$ cat src/rtl/ldpc_pkg.sv
// Shared definitions for the rate-5/6 QC-LDPC layered decoder: supported
// lifting sizes, prototype geometry, the skip-entry encoding, the block
// descriptor carried to the check-node datapath and the sequencer states.
package ldpc_pkg;

  localparam int Z_27 = 27;
  localparam int Z_54 = 54;
  localparam int Z_81 = 81;

  localparam int LDPC_ROWS = 4;
  localparam int LDPC_COLS = 24;

  // Widest descriptor fields over all supported Z and the rate-5/6 geometry.
  localparam int SHIFT_W_MAX = 7;
  localparam int DESC_ROW_W  = 2;
  localparam int DESC_COL_W  = 5;

  typedef struct packed {
    logic [DESC_ROW_W-1:0]  row;
    logic [DESC_COL_W-1:0]  col;
    logic [SHIFT_W_MAX-1:0] shift;
    logic                   last;
  } blk_desc_t;

  typedef enum logic [2:0] {
    ST_IDLE,
    ST_SCAN,
    ST_DRAIN,
    ST_LWAIT,
    ST_NEXT,
    ST_DONE
  } sched_state_e;

  // A zero block is stored as all-ones in the low w bits of the shift field.
  function automatic logic [SHIFT_W_MAX-1:0] skip_value(input int w);
    logic [SHIFT_W_MAX-1:0] r;
    r = '0;
    for (int i = 0; i < SHIFT_W_MAX; i++) begin
      if (i < w) r[i] = 1'b1;
    end
    return r;
  endfunction

endpackage

$ cat src/rtl/proto_layer_scheduler_if.sv
// Block-descriptor stream from the layer scheduler to the check-node
// datapath, plus the datapath's per-layer write-back acknowledge.
interface proto_layer_scheduler_if #(
  parameter int ROWS  = 4,
  parameter int COLS  = 24,
  parameter int WIDTH = 6
);
  localparam int RW = $clog2(ROWS);
  localparam int CW = $clog2(COLS);

  logic             blk_valid;
  logic             blk_ready;
  logic [RW-1:0]    blk_row;
  logic [CW-1:0]    blk_col;
  logic [WIDTH-1:0] blk_shift;
  logic             blk_last;
  logic             layer_ack;

  modport master (
    output blk_valid, blk_row, blk_col, blk_shift, blk_last,
    input  blk_ready, layer_ack
  );

  modport slave (
    input  blk_valid, blk_row, blk_col, blk_shift, blk_last,
    output blk_ready, layer_ack
  );
endinterface

$ cat src/rtl/proto_entry_skid.sv
// Hold register of the layer scanner. Keeps the next descriptor to be
// emitted while the scanner looks ahead at the following ROM entry; a
// parked lookahead is loaded over the hold entry on the handshake.
module proto_entry_skid
  import ldpc_pkg::*;
(
  input  logic      clk,
  input  logic      rst_n,
  input  logic      clear,
  input  logic      load,
  input  blk_desc_t load_desc,
  input  logic      mark_last,
  output logic      full,
  output blk_desc_t hold
);

  blk_desc_t hold_q, hold_d;
  logic      full_q, full_d;

  // Next hold content: clear wins, then load, then tagging the entry as last.
  always_comb begin
    hold_d = hold_q;
    full_d = full_q;
    if (clear) begin
      hold_d = '0;
      full_d = 1'b0;
    end else if (load) begin
      hold_d = load_desc;
      full_d = 1'b1;
    end else if (mark_last && full_q) begin
      hold_d.last = 1'b1;
    end
  end

  // Hold register with asynchronous clear so outputs return to zero.
  always_ff @(posedge clk or negedge rst_n) begin
    if (!rst_n) begin
      hold_q <= '0;
      full_q <= 1'b0;
    end else begin
      hold_q <= hold_d;
      full_q <= full_d;
    end
  end

  assign full = full_q;
  assign hold = hold_q;

endmodule

$ cat src/rtl/proto_layer_scheduler.sv
// Layered-decoding sequencer: walks the prototype matrix row by row each
// iteration, drops zero blocks, streams (row, col, shift) descriptors to the
// check-node datapath and waits for a write-back acknowledge per layer.
// Optional feature macro: PROTO_SCHED_EARLY_STOP_EN (early_stop terminates
// the decode at an iteration boundary; otherwise early_stop is ignored).
module proto_layer_scheduler
  import ldpc_pkg::*;
#(
  parameter int Z        = 54,
  parameter int ROWS     = LDPC_ROWS,
  parameter int COLS     = LDPC_COLS,
  parameter int WIDTH    = $clog2(Z),
  parameter int ADDRW    = $clog2(ROWS*COLS),
  parameter int MAX_ITER = 8
) (
  input  logic                          clk,
  input  logic                          rst_n,
  input  logic                          start,
  output logic                          busy,
  output logic                          done,
  input  logic                          early_stop,
  output logic [ADDRW-1:0]              rom_addr,
  input  logic [WIDTH-1:0]              rom_data,
  proto_layer_scheduler_if.master       blk,
  output logic [$clog2(MAX_ITER+1)-1:0] iter_cnt
);

  localparam int RW = $clog2(ROWS);
  localparam int CW = $clog2(COLS);
  localparam int IW = $clog2(MAX_ITER+1);

  if (!(Z == Z_27 || Z == Z_54 || Z == Z_81) || MAX_ITER < 1) begin : g_bad_cfg
    $error("proto_layer_scheduler: unsupported Z or MAX_ITER");
  end

  sched_state_e  state_q, state_d;
  logic [RW-1:0] row_q, row_d;
  logic [CW-1:0] col_q, col_d;
  logic [IW-1:0] iter_q, iter_d;

  logic      hold_full;
  blk_desc_t hold;
  logic      sk_clear, sk_load, sk_mark_last;
  blk_desc_t sk_desc;
  logic      valid_c;
  logic      es_term;

`ifdef PROTO_SCHED_EARLY_STOP_EN
  assign es_term = early_stop;
`else
  logic unused_early_stop;
  assign unused_early_stop = early_stop;
  assign es_term = 1'b0;
`endif

  logic entry_skip;
  logic at_last_col;
  logic at_last_row;
  assign entry_skip  = (rom_data == WIDTH'(skip_value(WIDTH)));
  assign at_last_col = (col_q == CW'(COLS-1));
  assign at_last_row = (row_q == RW'(ROWS-1));

  // Next-state, scanner position and hold-register control.
  always_comb begin
    logic advance;
    state_d      = state_q;
    row_d        = row_q;
    col_d        = col_q;
    iter_d       = iter_q;
    sk_clear     = 1'b0;
    sk_load      = 1'b0;
    sk_mark_last = 1'b0;
    valid_c      = 1'b0;
    advance      = 1'b0;
    sk_desc       = '0;
    sk_desc.row   = DESC_ROW_W'(row_q);
    sk_desc.col   = DESC_COL_W'(col_q);
    sk_desc.shift = SHIFT_W_MAX'(rom_data);
    sk_desc.last  = at_last_col;

    unique case (state_q)
      ST_IDLE: begin
        if (start) begin
          state_d  = ST_SCAN;
          row_d    = '0;
          col_d    = '0;
          iter_d   = '0;
          sk_clear = 1'b1;
        end
      end
      ST_SCAN: begin
        if (entry_skip) begin
          advance = 1'b1;
        end else if (!hold_full) begin
          sk_load = 1'b1;
          advance = 1'b1;
        end else begin
          // Scanner parked on a valid lookahead: hold entry is offered.
          valid_c = 1'b1;
          if (blk.blk_ready) begin
            sk_load = 1'b1;
            advance = 1'b1;
          end
        end
        if (advance) begin
          if (at_last_col) begin
            state_d      = ST_DRAIN;
            sk_mark_last = 1'b1;
          end else begin
            col_d = col_q + CW'(1);
          end
        end
      end
      ST_DRAIN: begin
        if (!hold_full) begin
          state_d = ST_NEXT;
        end else begin
          valid_c = 1'b1;
          if (blk.blk_ready) begin
            sk_clear = 1'b1;
            state_d  = ST_LWAIT;
          end
        end
      end
      ST_LWAIT: begin
        if (blk.layer_ack) state_d = ST_NEXT;
      end
      ST_NEXT: begin
        col_d = '0;
        if (!at_last_row) begin
          row_d   = row_q + RW'(1);
          state_d = ST_SCAN;
        end else begin
          iter_d = iter_q + IW'(1);
          if ((iter_q + IW'(1)) == IW'(MAX_ITER) || es_term) begin
            state_d = ST_DONE;
          end else begin
            row_d   = '0;
            state_d = ST_SCAN;
          end
        end
      end
      ST_DONE: begin
        state_d = ST_IDLE;
      end
      default: begin
        state_d = ST_IDLE;
      end
    endcase
  end

  // Sequencer state and scanner position registers.
  always_ff @(posedge clk or negedge rst_n) begin
    if (!rst_n) begin
      state_q <= ST_IDLE;
      row_q   <= '0;
      col_q   <= '0;
      iter_q  <= '0;
    end else begin
      state_q <= state_d;
      row_q   <= row_d;
      col_q   <= col_d;
      iter_q  <= iter_d;
    end
  end

  proto_entry_skid u_skid (
    .clk       (clk),
    .rst_n     (rst_n),
    .clear     (sk_clear),
    .load      (sk_load),
    .load_desc (sk_desc),
    .mark_last (sk_mark_last),
    .full      (hold_full),
    .hold      (hold)
  );

  assign rom_addr      = ADDRW'(ADDRW'(row_q) * ADDRW'(COLS) + ADDRW'(col_q));
  assign busy          = (state_q != ST_IDLE) && (state_q != ST_DONE);
  assign done          = (state_q == ST_DONE);
  assign iter_cnt      = iter_q;
  assign blk.blk_valid = valid_c;
  assign blk.blk_row   = RW'(hold.row);
  assign blk.blk_col   = CW'(hold.col);
  assign blk.blk_shift = WIDTH'(hold.shift);
  assign blk.blk_last  = hold.last;

endmodule

$ cat src/flat_wrapper.sv
// flat-port wrapper written by rule: the top's interface ports become plain ports
module proto_layer_scheduler_flat import ldpc_pkg::*;
#(
  parameter int Z        = 54,
  parameter int ROWS     = LDPC_ROWS,
  parameter int COLS     = LDPC_COLS,
  parameter int WIDTH    = $clog2(Z),
  parameter int ADDRW    = $clog2(ROWS*COLS),
  parameter int MAX_ITER = 8
)
  (clk, rst_n, start, busy, done, early_stop, rom_addr, rom_data, iter_cnt, blk_blk_valid, blk_blk_row, blk_blk_col, blk_blk_shift, blk_blk_last, blk_blk_ready, blk_layer_ack);
  proto_layer_scheduler_if #(.ROWS(ROWS), .COLS(COLS), .WIDTH(WIDTH)) blk_i ();
  input  logic clk;
  input  logic rst_n;
  input  logic start;
  output logic busy;
  output logic done;
  input  logic early_stop;
  output logic [ADDRW-1:0] rom_addr;
  input  logic [WIDTH-1:0] rom_data;
  output logic [$clog2(MAX_ITER+1)-1:0] iter_cnt;
  output wire logic [$bits(blk_i.blk_valid)-1:0] blk_blk_valid;
  output wire logic [$bits(blk_i.blk_row)-1:0] blk_blk_row;
  output wire logic [$bits(blk_i.blk_col)-1:0] blk_blk_col;
  output wire logic [$bits(blk_i.blk_shift)-1:0] blk_blk_shift;
  output wire logic [$bits(blk_i.blk_last)-1:0] blk_blk_last;
  input wire logic [$bits(blk_i.blk_ready)-1:0] blk_blk_ready;
  input wire logic [$bits(blk_i.layer_ack)-1:0] blk_layer_ack;
  assign blk_blk_valid = blk_i.blk_valid;
  assign blk_blk_row = blk_i.blk_row;
  assign blk_blk_col = blk_i.blk_col;
  assign blk_blk_shift = blk_i.blk_shift;
  assign blk_blk_last = blk_i.blk_last;
  assign blk_i.blk_ready = blk_blk_ready;
  assign blk_i.layer_ack = blk_layer_ack;
  proto_layer_scheduler #(.Z(Z), .ROWS(ROWS), .COLS(COLS), .WIDTH(WIDTH), .ADDRW(ADDRW), .MAX_ITER(MAX_ITER)) u_core (.clk(clk), .rst_n(rst_n), .start(start), .busy(busy), .done(done), .early_stop(early_stop), .rom_addr(rom_addr), .rom_data(rom_data), .blk(blk_i), .iter_cnt(iter_cnt));
endmodule
$ cat config.mk
export PLATFORM = sky130hd
export DESIGN_NAME = proto_layer_scheduler_flat
export DESIGN_NICKNAME = d
export VERILOG_FILES = /design/src/rtl/ldpc_pkg.sv /design/src/rtl/proto_layer_scheduler_if.sv /design/src/rtl/proto_entry_skid.sv /design/src/rtl/proto_layer_scheduler.sv /design/src/flat_wrapper.sv
export SDC_FILE = /design/constraint.sdc
export NUM_CORES = 1
export LEC_CHECK = 0
export CAP_MARGIN = 25
export CORE_UTILIZATION = 49
export CTS_BUF_LIST = sky130_fd_sc_hd__clkbuf_4 sky130_fd_sc_hd__clkbuf_8 sky130_fd_sc_hd__clkbuf_16
export DETAILED_ROUTE_END_ITERATION = 10
export PLACE_DENSITY = 0.79
export SLEW_MARGIN = 20
export SYNTH_ARGS = -nofsm -noshare
export SYNTH_HDL_FRONTEND = slang
export SYNTH_SLANG_ARGS = --single-unit
$ cat constraint.sdc
create_clock -name clk -period 1.9 [get_ports clk]
set_input_delay 0.285 -clock clk [delete_from_list [all_inputs] [get_ports clk]]
set_output_delay 0.285 -clock clk [all_outputs]
set_load 0.03 [all_outputs]
==> results of run 1 <==
## per-layer routing
layer	up-vias	part of all wire, %	routed length [microns]	track usage (%)
li1	696	-	-	-
met1	688	42	1600	27.68
met2	43	53	2047	42.70
met3	7	3.7	144	5.195
met4	0	1.6	63	13.29
met5	-	0	0	0
## repair_timing
item / in CTS / in global routing
resized for setup: 18 / 10
pin swaps: 6 / 4
setup buffers: 0 / 1
setup endpoints to repair: 7 / 6
## registers in the layout (all words and copies together) (netlist names)
| register | count |
|---|---|
| u_core.u_skid.hold | 14 |
| u_core.col_q | 5 |
| u_core.iter_cnt | 4 |
| u_core.state_q | 3 |
| u_core.row_q | 2 |
| u_core.u_skid.full | 1 |
## kinds of logic after synthesis
logic type | share of synthesized area (%)
AOI/OAI and AO/OA | 21.39
xor gates and xnor gates | 2.646
adders and majority gates | 6.500
buffers and inverters | 4.988
DFF | 43.84
muxes | 3.099
and+or+nand+nor | 17.54
## power by group through the flow
stage | clock [mW] | sequential (mW) | combinational (mW)
2_1_floorplan | 0 | 1.31 | 1.11
3_3_place_gp | 0 | 1.03 | 2.18
3_5_place_dp | 0 | 1.05 | 2.22
4_1_cts | 0.381 | 1.06 | 2.30
5_1_grt | 0.401 | 1.09 | 2.52
6_report | 0.371 | 1.06 | 2.33
## final cells by class
class / instances / area, sq um / share of cell area, %
Sequential cell: 29 / 725.7 / 30.98
Timing Repair Buffer: 60 / 563.0 / 24.04
Clock buffer: 6 / 45.04 / 1.923
Inverter: 6 / 25.02 / 1.068
Tap cell: 44 / 55.05 / 2.350
Multi-Input combinational cell: 113 / 918.4 / 39.21
Clock inverter: 2 / 10.01 / 0.4273
## placed cells by master, fill, tap and decap left out, types with 3 or more instances in the layout
cell type | synthesis | routed
nand3_1 | 5 | 5
buf_4 | 3 | 22
dlygate4sd2_1 | 0 | 3
dlymetal6s2s_1 | 0 | 3
clkdlybuf4s50_1 | 0 | 28
dfrtp_1 | 29 | 29
inv_1 | 6 | 4
a22o_1 | 17 | 17
nand2b_1 | 7 | 7
ha_1 | 7 | 3
nor2_1 | 5 | 5
buf_6 | 1 | 3
o21ai_0 | 4 | 4
a21oi_1 | 5 | 5
a21o_1 | 4 | 4
clkbuf_4 | 0 | 6
nand2_1 | 14 | 13
mux2i_1 | 4 | 4
nor3_1 | 3 | 3
ha_4 | 0 | 3
## synth_stat cells (2+ instances only)
library cell  instances  area (sq um)
a21o_1                4         30.03
a21oi_1               5         25.02
a22o_1               17         148.9
a31oi_1               2         12.51
and3_1                2         12.51
buf_2                 3         15.01
buf_4                 3         22.52
clkbuf_1              3         11.26
dfrtp_1              29         725.7
ha_1                  7         87.58
inv_1                 6         22.52
mux2i_1               4         40.04
nand2_1              14         52.55
nand2b_1              7         43.79
nand3_1               5         25.02
nand3b_1              2         15.01
nand4_1               2         12.51
nor2_1                5         18.77
nor3_1                3         15.01
o21ai_0               4         20.02
or3_1                 3         18.77
xnor2_1               3         26.28
xor2_1                2         17.52
## stage by stage
stage | std cells | power [mW] | instance area (sq um)
CTS | 259 | 3.744 | 2317
global route | 260 | 4.011 | 2342
floorplan | 158 | 2.419 | 1670
global placement | 251 | 3.210 | 2208
detailed placement | 251 | 3.267 | 2208
finish | 260 | 3.765 | 2342
## final timing paths
kind	slack [ps]	startpoint	depth (start not counted)	to
min reg2reg	500	u_core.u_skid.hold[10]	1	u_core.u_skid.hold[10]
min in group asynchronous	340	rst_n	2	u_core.iter_cnt[2]
max reg2reg	110	u_core.state_q[0]	5	u_core.state_q[2]
min	230	rom_data[0]	2	u_core.u_skid.hold[1]
max	-200	u_core.row_q[0]	8	rom_addr[6]
max in group asynchronous	1270	rst_n	2	u_core.u_skid.full
==> out/qor.yml, run 1 <==
sta:
  period_minus_slack_ps: 2105
  timing.fmax_ghz: 0.4751
  hold_slack_ps: 231.3
  setup_slack_ps: -204.8
  finalSetupTns_ps: -501.1
  fin_skew_ps: 11.54
  drv_slew: 0
  rsz0062_at_grt: "yes"
  relSlewSlack_pct: 75.06
  period_share_pct: 110.8
  hold_viol_final: 0
  worst_pin_slew_ps: 374.1
  setup_violations: 3
routing:
  antenna_left: 0
  drt_pre_antenna_iters: 4
  vias_per_cell: 5.515
  routed_wirelength_microns: 3855
  vias: 1434
  wl_per_cell_microns: 14.83
  drtIter0Drc: 78
  drc_errors: 0
place:
  place_ws_ps: -405.9
  gp_congestion: 0.8035
  hpwlAfterDp_microns: 2809
  portBuffers: 38
logic_synthesis:
  yosysSeqAreaShare_pct: 43.84
  yosys_most_used_dff: "dfrtp_1"
  synthDistinctLibCells: 46
  synth_warnings: 0
  synth.avg_cell_area_sq_um: 10.48
  netlist_area_sq_um: 1655
  synth-async-reset-ratio_pct: 100.0
  synth-edff-count: 0
  synthCells: 158
  synth_nets: 178
  ys_ff_latch: 29
run:
  drv_cap: 0
pwr:
  leakage_nw: 1.122
  swShare_pct: 44.24
  switchingPower_mw: 1.666
  ir_drop_v: 0.0007976
  share_comb_of_total_power_pct: 62.0
  powerDensity_nw_per_um2: 1607
  clock_power_share_pct: 9.8
  p_int_mw: 2.099
  seqPwrFrac_pct: 28.2
clocking:
  htree_levels: 2
  cts_root_buffer: "clkbuf_4"
  numClockSinks: 29
  cts.reportedPaths.clkPinSlew_ps: 100
  cts_hold_buf: 0
  cts_made_buffers: 5
  clk_path_buf_depth: 2
  clk_latency_ps: 330
  cts_tree: "built"
critical_path:
  cp_slowest_cell: "dfrtp_1"
  cp.required_ps: 1620
  start_kind: "flop"
  critPathKind: "reg2out"
  crit_chain: "inv_2 > ha_4 > inv_4 > ha_4 > a21o_1 > nand2_2 > xnor2_2 > buf_6"
  critPathArrivalTime_ps: 1820
  cp_max_fo: 2
  end_kind: "output pin"
  crit_top_cell: "ha_4"
  cp_slowest_stage_delay_ps: 380
  critPathTopFamily: "adder cells"
  cp_num_buf_inv: 3
die:
  start_util_pct: 52.92
  coreArea_sq_um: 3128
  die_x_microns: 60.12
  rows: 20
  die-area_sq_um: 3614
  dieHeight_microns: 60.12
  pin_count: 40
global_route:
  grt_pass1_vias: 1516
  antenna_found_initial: 0
  grt_pass1_wl_microns: 6451
  grt_max_degree: 30
  overflow: 0
  track_usage_pct: 24.55
finish:
  nFillCells: 219
  final_nets: 235
  drive_gt1_share_pct: 24.54
  fin_util_pct: 74.88
  areaGrowthSynthToFinish_pct: 41.50
  diodes: 0
run_status:
  status: "complete, but fails checks"
  violations: "negative setup slack"
min_path:
  hp-class: "in2reg"
Power figures use the tool's default switching activity.
==> inputs of run 2 (changes only) <==
--- a/config.mk
+++ b/config.mk
@@ -5,9 +5,11 @@
 export SDC_FILE = /design/constraint.sdc
 export NUM_CORES = 1
 export LEC_CHECK = 0
+export ABC_AREA = 0
 export CAP_MARGIN = 25
 export CORE_UTILIZATION = 49
 export CTS_BUF_LIST = sky130_fd_sc_hd__clkbuf_4 sky130_fd_sc_hd__clkbuf_8 sky130_fd_sc_hd__clkbuf_16
+export CTS_CLUSTER_SIZE = 10
 export DETAILED_ROUTE_END_ITERATION = 10
 export PLACE_DENSITY = 0.79
 export SLEW_MARGIN = 20
==> results of run 2 <==
Same layout as run 1: the final DEF is identical, and so are final timing and power.
==> inputs of run 3 (changes only) <==
--- a/config.mk
+++ b/config.mk
@@ -7,11 +7,11 @@
 export LEC_CHECK = 0
 export ABC_AREA = 0
 export CAP_MARGIN = 25
-export CORE_UTILIZATION = 49
-export CTS_BUF_LIST = sky130_fd_sc_hd__clkbuf_4 sky130_fd_sc_hd__clkbuf_8 sky130_fd_sc_hd__clkbuf_16
+export CORE_UTILIZATION = 51
+export CTS_BUF_LIST = sky130_fd_sc_hd__clkbuf_4 sky130_fd_sc_hd__clkbuf_8
 export CTS_CLUSTER_SIZE = 10
 export DETAILED_ROUTE_END_ITERATION = 10
-export PLACE_DENSITY = 0.79
+export PLACE_DENSITY = 0.82
 export SLEW_MARGIN = 20
 export SYNTH_ARGS = -nofsm -noshare
 export SYNTH_HDL_FRONTEND = slang
==> run 3 against run 2 <==
Against the previous run: the flow still finishes with violations (negative setup slack); combinational power down 2%; routed wire length shrank 4.1%; critical path depth is 1 lower; non-clock buffer count is 4 lower; total power decreased by 1.3%.
==> out/qor.yml, run 3 (same netlist as run 1, synthesis figures left out) <==
run_status:
  status: "complete, but fails checks"
  violations: "negative setup slack"
die:
  dieHeight_microns: 58.97
  pin_count: 40
  coreArea_sq_um: 3078
  start_util_pct: 53.78
  die_x_microns: 58.97
  die-area_sq_um: 3477
  rows: 20
routing:
  wl_per_cell_microns: 14.45
  drt_pre_antenna_iters: 4
  vias_per_cell: 5.594
  drtIter0Drc: 19
  antenna_left: 0
  drc_errors: 0
  routed_wirelength_microns: 3698
  vias: 1432
sta:
  period_share_pct: 111.2
  fin_skew_ps: 6.001
  rsz0062_at_grt: "yes"
  relSlewSlack_pct: 57.86
  setup_violations: 3
  timing.fmax_ghz: 0.4733
  setup_slack_ps: -212.7
  worst_pin_slew_ps: 627.8
  period_minus_slack_ps: 2113
  hold_viol_final: 0
  drv_slew: 0
place:
  gp_congestion: 0.8574
  hpwlAfterDp_microns: 2762
  portBuffers: 38
  place_ws_ps: -397.7
  place_area_sq_um: 2186
finish:
  register_area_sq_um: 726.9
  multi_input_area_sq_um: 909.6
  drive_gt1_share_pct: 22.64
  stdcell_area_sq_um: 2297
  diodes: 0
  fin_util_pct: 74.63
  final_nets: 231
  final_common_cell: "clkdlybuf4s50_1"
  final_cell_mix: "clkdlybuf4s50_1 (31), dfrtp_1 (28), buf_4 (18)"
  largest_reg_flops: 14
  nFillCells: 234
  areaGrowthSynthToFinish_pct: 38.78
clocking:
  cts_tree: "built"
  clk_path_buf_depth: 2
  cts_hold_buf: 0
  numClockSinks: 29
  htree_levels: 2
  cts_made_buffers: 5
  cts.reportedPaths.clkPinSlew_ps: 100
  cts_root_buffer: "clkbuf_4"
  clk_latency_ps: 330
  cts_setup_buffers: 0
pwr:
  total_power_mw: 3.716
  ir_drop_v: 0.0008446
  seqPwrFrac_pct: 28.7
  p_int_mw: 2.047
  switchingPower_mw: 1.669
  leakage_nw: 1.073
  powerDensity_nw_per_um2: 1618
  swShare_pct: 44.91
  clock_power_share_pct: 10.1
  share_comb_of_total_power_pct: 61.2
global_route:
  grt_pass1_vias: 1367
  grt_pass1_wl_microns: 6051
  antenna_found_initial: 0
  track_usage_pct: 23.77
  overflow: 0
  grt_max_degree: 30
critical_path:
  cp.required_ps: 1620
  end_kind: "output pin"
  rrSetupSlack_ps: 100
  critPathKind: "reg2out"
  start_kind: "flop"
  critPathArrivalTime_ps: 1830
  cp_max_fo: 2
run:
  drv_cap: 0
min_path:
  hp-class: "in2async"
-- run 3: path summary, 6_finish.rpt --
kind,start,to,cells after the start
setup / recovery,u_core.row_q[1],rom_addr[6],7
hold / removal,rst_n,u_core.row_q[0],2
setup reg to reg,u_core.state_q[0],u_core.state_q[0],5
hold reg to reg,u_core.u_skid.hold[5],u_core.u_skid.hold[5],1
max in group asynchronous,rst_n,u_core.state_q[0],2
min in group clk,u_core.u_skid.hold[5],u_core.u_skid.hold[5],1
-- run 3: repair_timing --
action | 4_1_cts | 5_1_grt
endpoints found under the setup margin | 7 | 4
pin swaps | 4 | 5
resized for setup | 19 | 5
endpoints found under the hold margin | 0 | 0
-- run 3: final cells by class --
type                            instances  area share, %
Clock buffer                            5          1.634
Clock inverter                          3         0.7625
Inverter                                6          1.089
Multi-Input combinational cell        113          39.60
Sequential cell                        29          31.64
Tap cell                               44          2.397
Timing Repair Buffer                   56          22.88
-- run 3: power groups by stage --
stage               clock, mW  combinational (mW)  sequential, mW
detailed placement          0                2.18            1.06
floorplan                   0                1.11            1.31
global placement            0                2.13            1.04
CTS                     0.382                2.28            1.07
finish                  0.374                2.28            1.07
global route            0.410                2.43            1.10
-- run 3: critical path: stages (launching register included) --
cell	delay (ps)
dfrtp_1	430
ha_4	300
inv_4	40
ha_4	220
a21o_1	160
nand2_2	80
xnor2_2	110
buf_6	150
-- run 3: per-layer routing --
layer  vias to the layer above  part of all wire, %  global-route usage [%]
met1                       704                   43                   27.92
met2                        38                   51                   41.40
li1                        684                    -                       -
met4                         0                  1.4                   8.844
met5                         -                    0                       0
met3                         6                  4.3                   6.550
-- run 3: through the flow --
| step | TNS (ps) | std cells | hold slack, ps |
|---|---|---|---|
| 5_1_grt | -710.2 | 256 | 351.5 |
| 6_report | -509.6 | 256 | 320.4 |
| 4_1_cts | -704.9 | 256 | 315.7 |
| 3_5_place_dp | -666.8 | 248 | 480.3 |
| 2_1_floorplan | 0 | 158 | -10.59 |
| 3_3_place_gp | -383.0 | 248 | 482.5 |
